[config.mk]
export PLATFORM = sky130hd
export DESIGN_NAME = captura_operandos
export DESIGN_NICKNAME = d
export VERILOG_FILES = /design/src/rtl/captura_operandos.sv
export SDC_FILE = /design/constraint.sdc
export NUM_CORES = 1
export LEC_CHECK = 0
export CAP_MARGIN = 20
export CELL_PAD_IN_SITES_DETAIL_PLACEMENT = 0
export CELL_PAD_IN_SITES_GLOBAL_PLACEMENT = 1
export CORE_MARGIN = 2
export CORE_UTILIZATION = 41
export DETAILED_ROUTE_END_ITERATION = 12
export PLACE_DENSITY_LB_ADDON = 0.1
export SYNTH_ARGS = -nofsm -noshare
export SYNTH_HDL_FRONTEND = slang
export SYNTH_SLANG_ARGS = --single-unit
export TNS_END_PERCENT = 50
[constraint.sdc]
create_clock -name clk -period 5.8 [get_ports clk]
set_input_delay 0.58 -clock clk [delete_from_list [all_inputs] [get_ports clk]]
set_output_delay 0.58 -clock clk [all_outputs]
set_load 0.01 [all_outputs]
[src/rtl/captura_operandos.sv]
// -----------------------------------------------------------------------------
// captura_operandos
//
// Operand-entry stage. It takes one-cycle key pulses plus a key code and
// builds two signed decimal operands, A then B, one digit at a time. The pair
// is then offered to the multiplier. The entry in progress is also exposed so
// the display stage can show it.
//
// Ports:
//   clk             system clock; all state updates on the rising edge
//   rst             asynchronous reset, active-high
//   tecla_pulso     one-cycle key-press strobe
//   tecla[3:0]      key code: 0-9 digit, A sign toggle, B clear entry,
//                   C enter, D-F no-op (sampled only with tecla_pulso)
//   operando_a      committed operand A (two's complement)
//   operando_b      committed operand B (two's complement)
//   valido          A/B are stable and offered downstream
//   listo           downstream accepts A/B
//   valor_entrada   signed value of the entry in progress
//   cuenta_digitos  digits entered in the current entry
//   sel_operando    0 = entering A, 1 = entering B or waiting in LISTO
//   estado_dbg      raw FSM state (0 CARGA_A, 1 CARGA_B, 2 LISTO)
//
// Handshake: valido is decoded from the state register only. It stays high
// until a rising edge sees valido & listo both high; that edge is the
// transfer. listo may be high before valido rises. There is no
// combinational path from listo to valido.
// -----------------------------------------------------------------------------
module captura_operandos #(
  parameter int WIDTH       = 8,
  parameter int MAX_DIGITOS = 2
) (
  input  logic                               clk,
  input  logic                               rst,
  input  logic                               tecla_pulso,
  input  logic [3:0]                         tecla,
  output logic [WIDTH-1:0]                   operando_a,
  output logic [WIDTH-1:0]                   operando_b,
  output logic                               valido,
  input  logic                               listo,
  output logic [WIDTH-1:0]                   valor_entrada,
  output logic [$clog2(MAX_DIGITOS+1)-1:0]   cuenta_digitos,
  output logic                               sel_operando,
  output logic [1:0]                         estado_dbg
);

  localparam int MW = WIDTH - 1;
  localparam int CW = $clog2(MAX_DIGITOS + 1);
  localparam logic [CW-1:0] MAX_C = CW'(MAX_DIGITOS);

  typedef enum logic [1:0] {
    CARGA_A = 2'd0,
    CARGA_B = 2'd1,
    LISTO   = 2'd2
  } estado_t;

  estado_t         estado, estado_d;
  logic [MW-1:0]   mag, mag_d;
  logic [CW-1:0]   cont, cont_d;
  logic            neg, neg_d;
  logic [WIDTH-1:0] op_a_d, op_b_d;
  logic [MW-1:0]   mag_mac;

  // mag*10 + d. The digit limit keeps this within MW bits, so no wider
  // intermediate is needed.
  assign mag_mac = (mag << 3) + (mag << 1) + MW'(tecla);

  // Subtracting from zero at full width makes -0 come out as 0.
  assign valor_entrada  = neg ? (WIDTH'(0) - {1'b0, mag}) : {1'b0, mag};
  assign cuenta_digitos = cont;
  assign valido         = (estado == LISTO);
  assign sel_operando   = (estado != CARGA_A);
  assign estado_dbg     = estado;

  always_comb begin
    estado_d = estado;
    mag_d    = mag;
    cont_d   = cont;
    neg_d    = neg;
    op_a_d   = operando_a;
    op_b_d   = operando_b;
    case (estado)
      CARGA_A, CARGA_B: begin
        if (tecla_pulso) begin
          if (tecla <= 4'h9) begin
            // Extra digits past the limit are silently dropped.
            if (cont < MAX_C) begin
              mag_d  = mag_mac;
              cont_d = cont + CW'(1);
            end
          end else begin
            case (tecla)
              4'hA: neg_d = ~neg;
              4'hB: begin
                mag_d  = '0;
                cont_d = '0;
                neg_d  = 1'b0;
              end
              4'hC: begin
                if (estado == CARGA_A) begin
                  op_a_d   = valor_entrada;
                  estado_d = CARGA_B;
                end else begin
                  op_b_d   = valor_entrada;
                  estado_d = LISTO;
                end
                mag_d  = '0;
                cont_d = '0;
                neg_d  = 1'b0;
              end
              default: ;
            endcase
          end
        end
      end
      LISTO: begin
        // Keys are ignored here, including one on the transfer edge.
        if (listo) estado_d = CARGA_A;
      end
      default: estado_d = CARGA_A;
    endcase
  end

  always_ff @(posedge clk or posedge rst) begin
    if (rst) begin
      estado     <= CARGA_A;
      mag        <= '0;
      cont       <= '0;
      neg        <= 1'b0;
      operando_a <= '0;
      operando_b <= '0;
    end else begin
      estado     <= estado_d;
      mag        <= mag_d;
      cont       <= cont_d;
      neg        <= neg_d;
      operando_a <= op_a_d;
      operando_b <= op_b_d;
    end
  end

endmodule

* Word level (Yosys, flattened, before mapping) *
Cells that the tools add are included.

storage, ports and cells
  register bits after elaboration = 28
  input bits = 8
  output and inout bits = 30
  logic and storage cells = 50

cells by class
  add/subtract/negate cells = 4
  $lt $le $gt $ge = 2
  equal/unequal tests = 10
  multiplexer cells = 14
  bitwise operators = 3
  reduce and logical (&&, ||, !) cells = 11

operators by type and width
  operator                                                                 number
  7-bit 2-to-1 mux                                                         3
  2-bit 2-to-1 mux                                                         8
  4-bit equality test, second input constant                               3
  4-bit AND reduction                                                      3
  5-bit AND reduction                                                      2
  8-bit 2-to-1 mux                                                         1
  1-bit by 7-bit subtractor with 8-bit output, first input constant        1
  7-bit by 4-bit adder with 7-bit output                                   1
  7-bit adder                                                              1
  2-bit by 1-bit inequality test with 1-bit output, second input constant  3
  2-bit nonzero test                                                       3
  4-bit less-or-equal comparator, second input constant                    1
  2-bit inequality test, second input constant                             2
  2-bit case mux with 2 select lines                                       1
  2-bit OR reduction                                                       2
  1-bit inverter                                                           3
  2-bit by 1-bit adder with 2-bit output, second input constant            1
  2-bit by 1-bit equality test with 1-bit output, second input constant    1
  2-bit equality test, second input constant                               1
  2-bit zero test                                                          1
  2-bit less-than comparator, second input constant                        1
  1-bit case mux with 2 select lines                                       1

* Logic depth before layout (Yosys ltp) *
  depth after elaboration = 6
  gate-level depth with buffers = 8
  depth with buffers taken out = 8

* Worst setup path after synthesis *
No wires, ideal clock.

  path kind = input -> register
  start = input port tecla[3]
  end = register mag[6]
  setup time = 0.121 ns
  data arrival time = 2.257 ns
  data required time = 5.679 ns
  path slack = 3.422 ns
  stages = 8
  path buffers = 0
  path through = inv_1 > fa_1 > inv_1 > fa_1 > a21o_1 > a21oi_1 > xnor2_1 > a22o_1

between the ends
  word-level cells in the longest chain between the ends = 4
  elaborated cells between the ends (all ways) = 10
  those cells by class = 1 x add/sub; 1 x order compare; 3 x eq/ne; 2 x mux; 3 x reduce/logical

RTL lines
  item                                                                            RTL line  source
  from (decl)                                                                     36        input logic [3:0] tecla,
  branches (longest 4 deep; another with 7-bit by 4-bit adder with 7-bit output)  -
  to (signal assigned)                                                            134       mag <= mag_d;
  to (decl)                                                                       58        logic [MW-1:0] mag, mag_d;

Several ways; the timed one is not identified. The select of a mux whose other input is x is not followed.
A chain may end at the register's enable or synchronous reset.

* Worst setup path after layout *
  start = register mag[0]
  end = output port valor_entrada[6]

between the ends
  word-level cells in the longest chain between the ends = 2

RTL lines
  item                                         RTL line  source
  1-bit by 7-bit subtractor with 8-bit output  69        assign valor_entrada = neg ? (WIDTH'(0) - {1'b0, mag}) : {1'b0, mag};
  8-bit 2-to-1 mux                             69
  to (decl)                                    41        output logic [WIDTH-1:0] valor_entrada,

No other way between the ends.

==> results.toml <==
[pwr]
p_comb_share_pct = 53.4
power_mw = 1.05
cellLeakagePower_nw = 0.947
switching_share_pct = 34.4
ir_drop_v = 0.000214
p_switching_mw = 0.361
pwr-share-clk_pct = 14.4
intPower_mw = 0.690
p_seq_share_pct = 32.3
power_density_mw_per_mm2 = 512

[grt]
grt_pass1_vias = 1158
grt_first_pass_wirelength_um = 5040
overflow = 0
antenna_found_initial = 0
grt_start_max_net_pins = 29
track_usage_pct = 14.9

[worst_setup_path]
cp-start-kind = "flop"
cp_num_buf_inv = 2
slowest_delay_ps = 580
critPathTopFamily = "buffers and inverters"
cp_max_fo = 7
path_cells = "inv_1, ha_1, or3b_1, o31ai_1, xnor2_1, clkdlybuf4s50_1"
crit_type = "reg -> out"
cpMaxStageDelayCell = "clkdlybuf4s50_1"
cp.required_ps = 5220
crit_path_end_kind = "primary output"
worstPathArrival_ps = 2450

[drt]
vias = 1082
routed_via_density = 4.99
met2_length_um = 1360
drt_first_iter_violations = 9
first_pass_iters = 4
drc = 0
wl_met1_um = 1330
wl_per_cell_um = 13.1
totalWireLength_um = 2840
ant_nets = 0
highest_layer = "met4"
dr_wl_met3_um = 119

[sta]
min_period_ps = 3030
finalMaxSlewViolations = 0
timing.fmax_ghz = 0.330
period_share_pct = 52.3
setup_violations = 0
finalSetupTns_ps = 0
rsz0062_at_grt = "false"
fin_skew_ps = 4.74
tightest_slew_ps = 569
finalHoldViolCount = 0
relSlewSlack_pct = 62.0

[cts]
ctsResizeCount = 0
numCtsBuffers = 3
tritoncts = "yes"
cts_sinks = 28
htreeDepth = 1
clock_latency_ps = 270
cts_setup_buffers = 0
path_clk_slew_ps = 100
cts-root-buf = "clkbuf_8"
cts_buffer_depth = 2
hold_buffers = 0

[logic_synthesis]
yosysTopAreaCell = "dfrtp_1"
ys.flop_type = "dfrtp_1"
synthArstFlopShare_pct = 100
syn_area_per_cell_um2 = 11.9
postSynthCellCount = 131
yosys.area.top_type_share_pct = 44.8
yosysWarnings = 0
ys_seq_area_share_pct = 44.8
synth_nets = 150
netlist_top_cells_area = "dfrtp_1 45%, mux2_2 12%, ha_1 7.2%"
syn-cell-area_mm2 = 0.00157
ys_ff_latch = 28
synth.distinct_cells = 33
synth_edf_count = 0

[cells_and_area]
drive_above_1_share_pct = 16.0
fin_area_mm2 = 0.00205
fin_util_pct = 56.1
layout.nets = 189
area_delta_synth_final_pct = 31.2
antenna_cells = 0

[run_status]
status = "finished, final reports clean"

[floorplanning]
core-area_mm2 = 0.00366
die_h_um = 65.8
rows = 22
ios = 38
die_area_mm2 = 0.00433
die_w_um = 65.8
start_util_pct = 42.8

[placed_design]
gp_congestion = 0.743
place_hpwl_um = 2220
port_buffers = 37
placed_cell_area_mm2 = 0.00195

[worst_hold_path]
hp-class = "reg -> reg"

[flow_run]
cap_violations = 0
==> logic make-up (layout without fill, tap and decap cells) <==
kind of cell | Yosys count | in the layout | synth area share, %
XOR/XNOR | 11 | 11 | 6.15
AND/OR/NAND/NOR | 24 | 24 | 8.79
AO/OA/AOI/OAI | 25 | 25 | 12.1
flip-flops | 28 | 28 | 44.8
multiplexers | 18 | 18 | 13.4
adder cells (fa/ha/maj) | 11 | 11 | 9.75
buffers and inverters | 14 | 52 | 5.04
==> routing by layer <==
| metal | track usage [%] | vias up |
|---|---|---|
| li1 | - | 537 |
| met5 | 0 | - |
| met3 | 1.53 | 4 |
| met1 | 18.6 | 512 |
| met2 | 27.1 | 29 |
| met4 | 3.91 | 0 |
==> Yosys cell counts, types with 2 or more instances <==
master and count:
nor2_1 4, a21oi_1 4, ha_1 9, nand2_1 6, dfrtp_1 28, nand2b_1 2
o21ai_0 3, o31a_1 2, inv_1 10, mux2_4 2, nor3_1 2, nor2b_1 2
buf_6 3, fa_1 2, xnor2_1 11, a22o_1 7, a21o_1 3, mux2_2 16
==> cell usage in the layout (no fill, tap or decap), drive strengths merged <==
cell type and count:
a22o 8, a21oi 4, buf 1, o31a 2, nor2 4, and2 1
nand2b 2, ha 9, fa 2, o31ai 1, clkbuf 3, or2 2
a211o 1, dfrtp 28, or3b 1, inv 10, bufinv 1, o21ai 4
nor3 3, nand2 6, and2b 1, nor2b 2, xnor2 11, a21o 3
or4 1, mux2 18, a211oi 1, o41ai 1, nor4 1, clkdlybuf4s50 37
==> power groups by stage <==
stage / sequential [mW] / combinational (mW) / clock, mW
after floorplan: 0.350 / 0.310 / 0
after global placement: 0.340 / 0.555 / 0
after detailed placement: 0.344 / 0.565 / 0
after CTS: 0.340 / 0.567 / 0.155
after global routing: 0.353 / 0.624 / 0.165
final: 0.339 / 0.561 / 0.151
==> worst reg2reg max path, cell delays in order, from the launching register on <==
cell,delay (ps)
dfrtp_1,460
inv_1,120
fa_1,510
inv_1,60
fa_1,460
a21o_1,200
a21oi_1,170
xnor2_1,90
a22o_1,190
==> area by class of cell <==
class / count / area (um2)
sequential: 28 / 701
tap: 48 / 60.1
fill: 347 / 1610
clock buffer: 3 / 41.3
timing repair buffer: 38 / 398
inverter: 10 / 37.5
clock inverter: 1 / 30.0
multi-input combinational: 89 / 786
==> stage by stage <==
step | instances | worst slack, ps | hold slack, ps
after global routing | 217 | 2530 | 525
after CTS | 216 | 2730 | 518
after global placement | 212 | 2800 | 489
after detailed placement | 212 | 2760 | 495
after floorplan | 131 | 3420 | 519
final | 217 | 2770 | 512
==> path summary, 6_finish.rpt <==
path,startpoint,to,slack (ps),depth (start not counted)
hold reg to reg,operando_a[0],operando_a[0],510,1
setup reg to reg,mag[0],mag[6],3430,8
hold / removal,operando_a[0],operando_a[0],510,1
max in group asynchronous,rst,mag[2],4660,3
setup / recovery,mag[0],valor_entrada[6],2770,6
min in group asynchronous,rst,operando_a[2],660,2
==> flip-flops by register name, indices dropped and copies added (netlist names) <==
name and flops:
operando_a 8, operando_b 8, mag 7, cuenta_digitos 2, estado_dbg 2, neg 1
No activity file was read; power rests on OpenSTA's default activity.
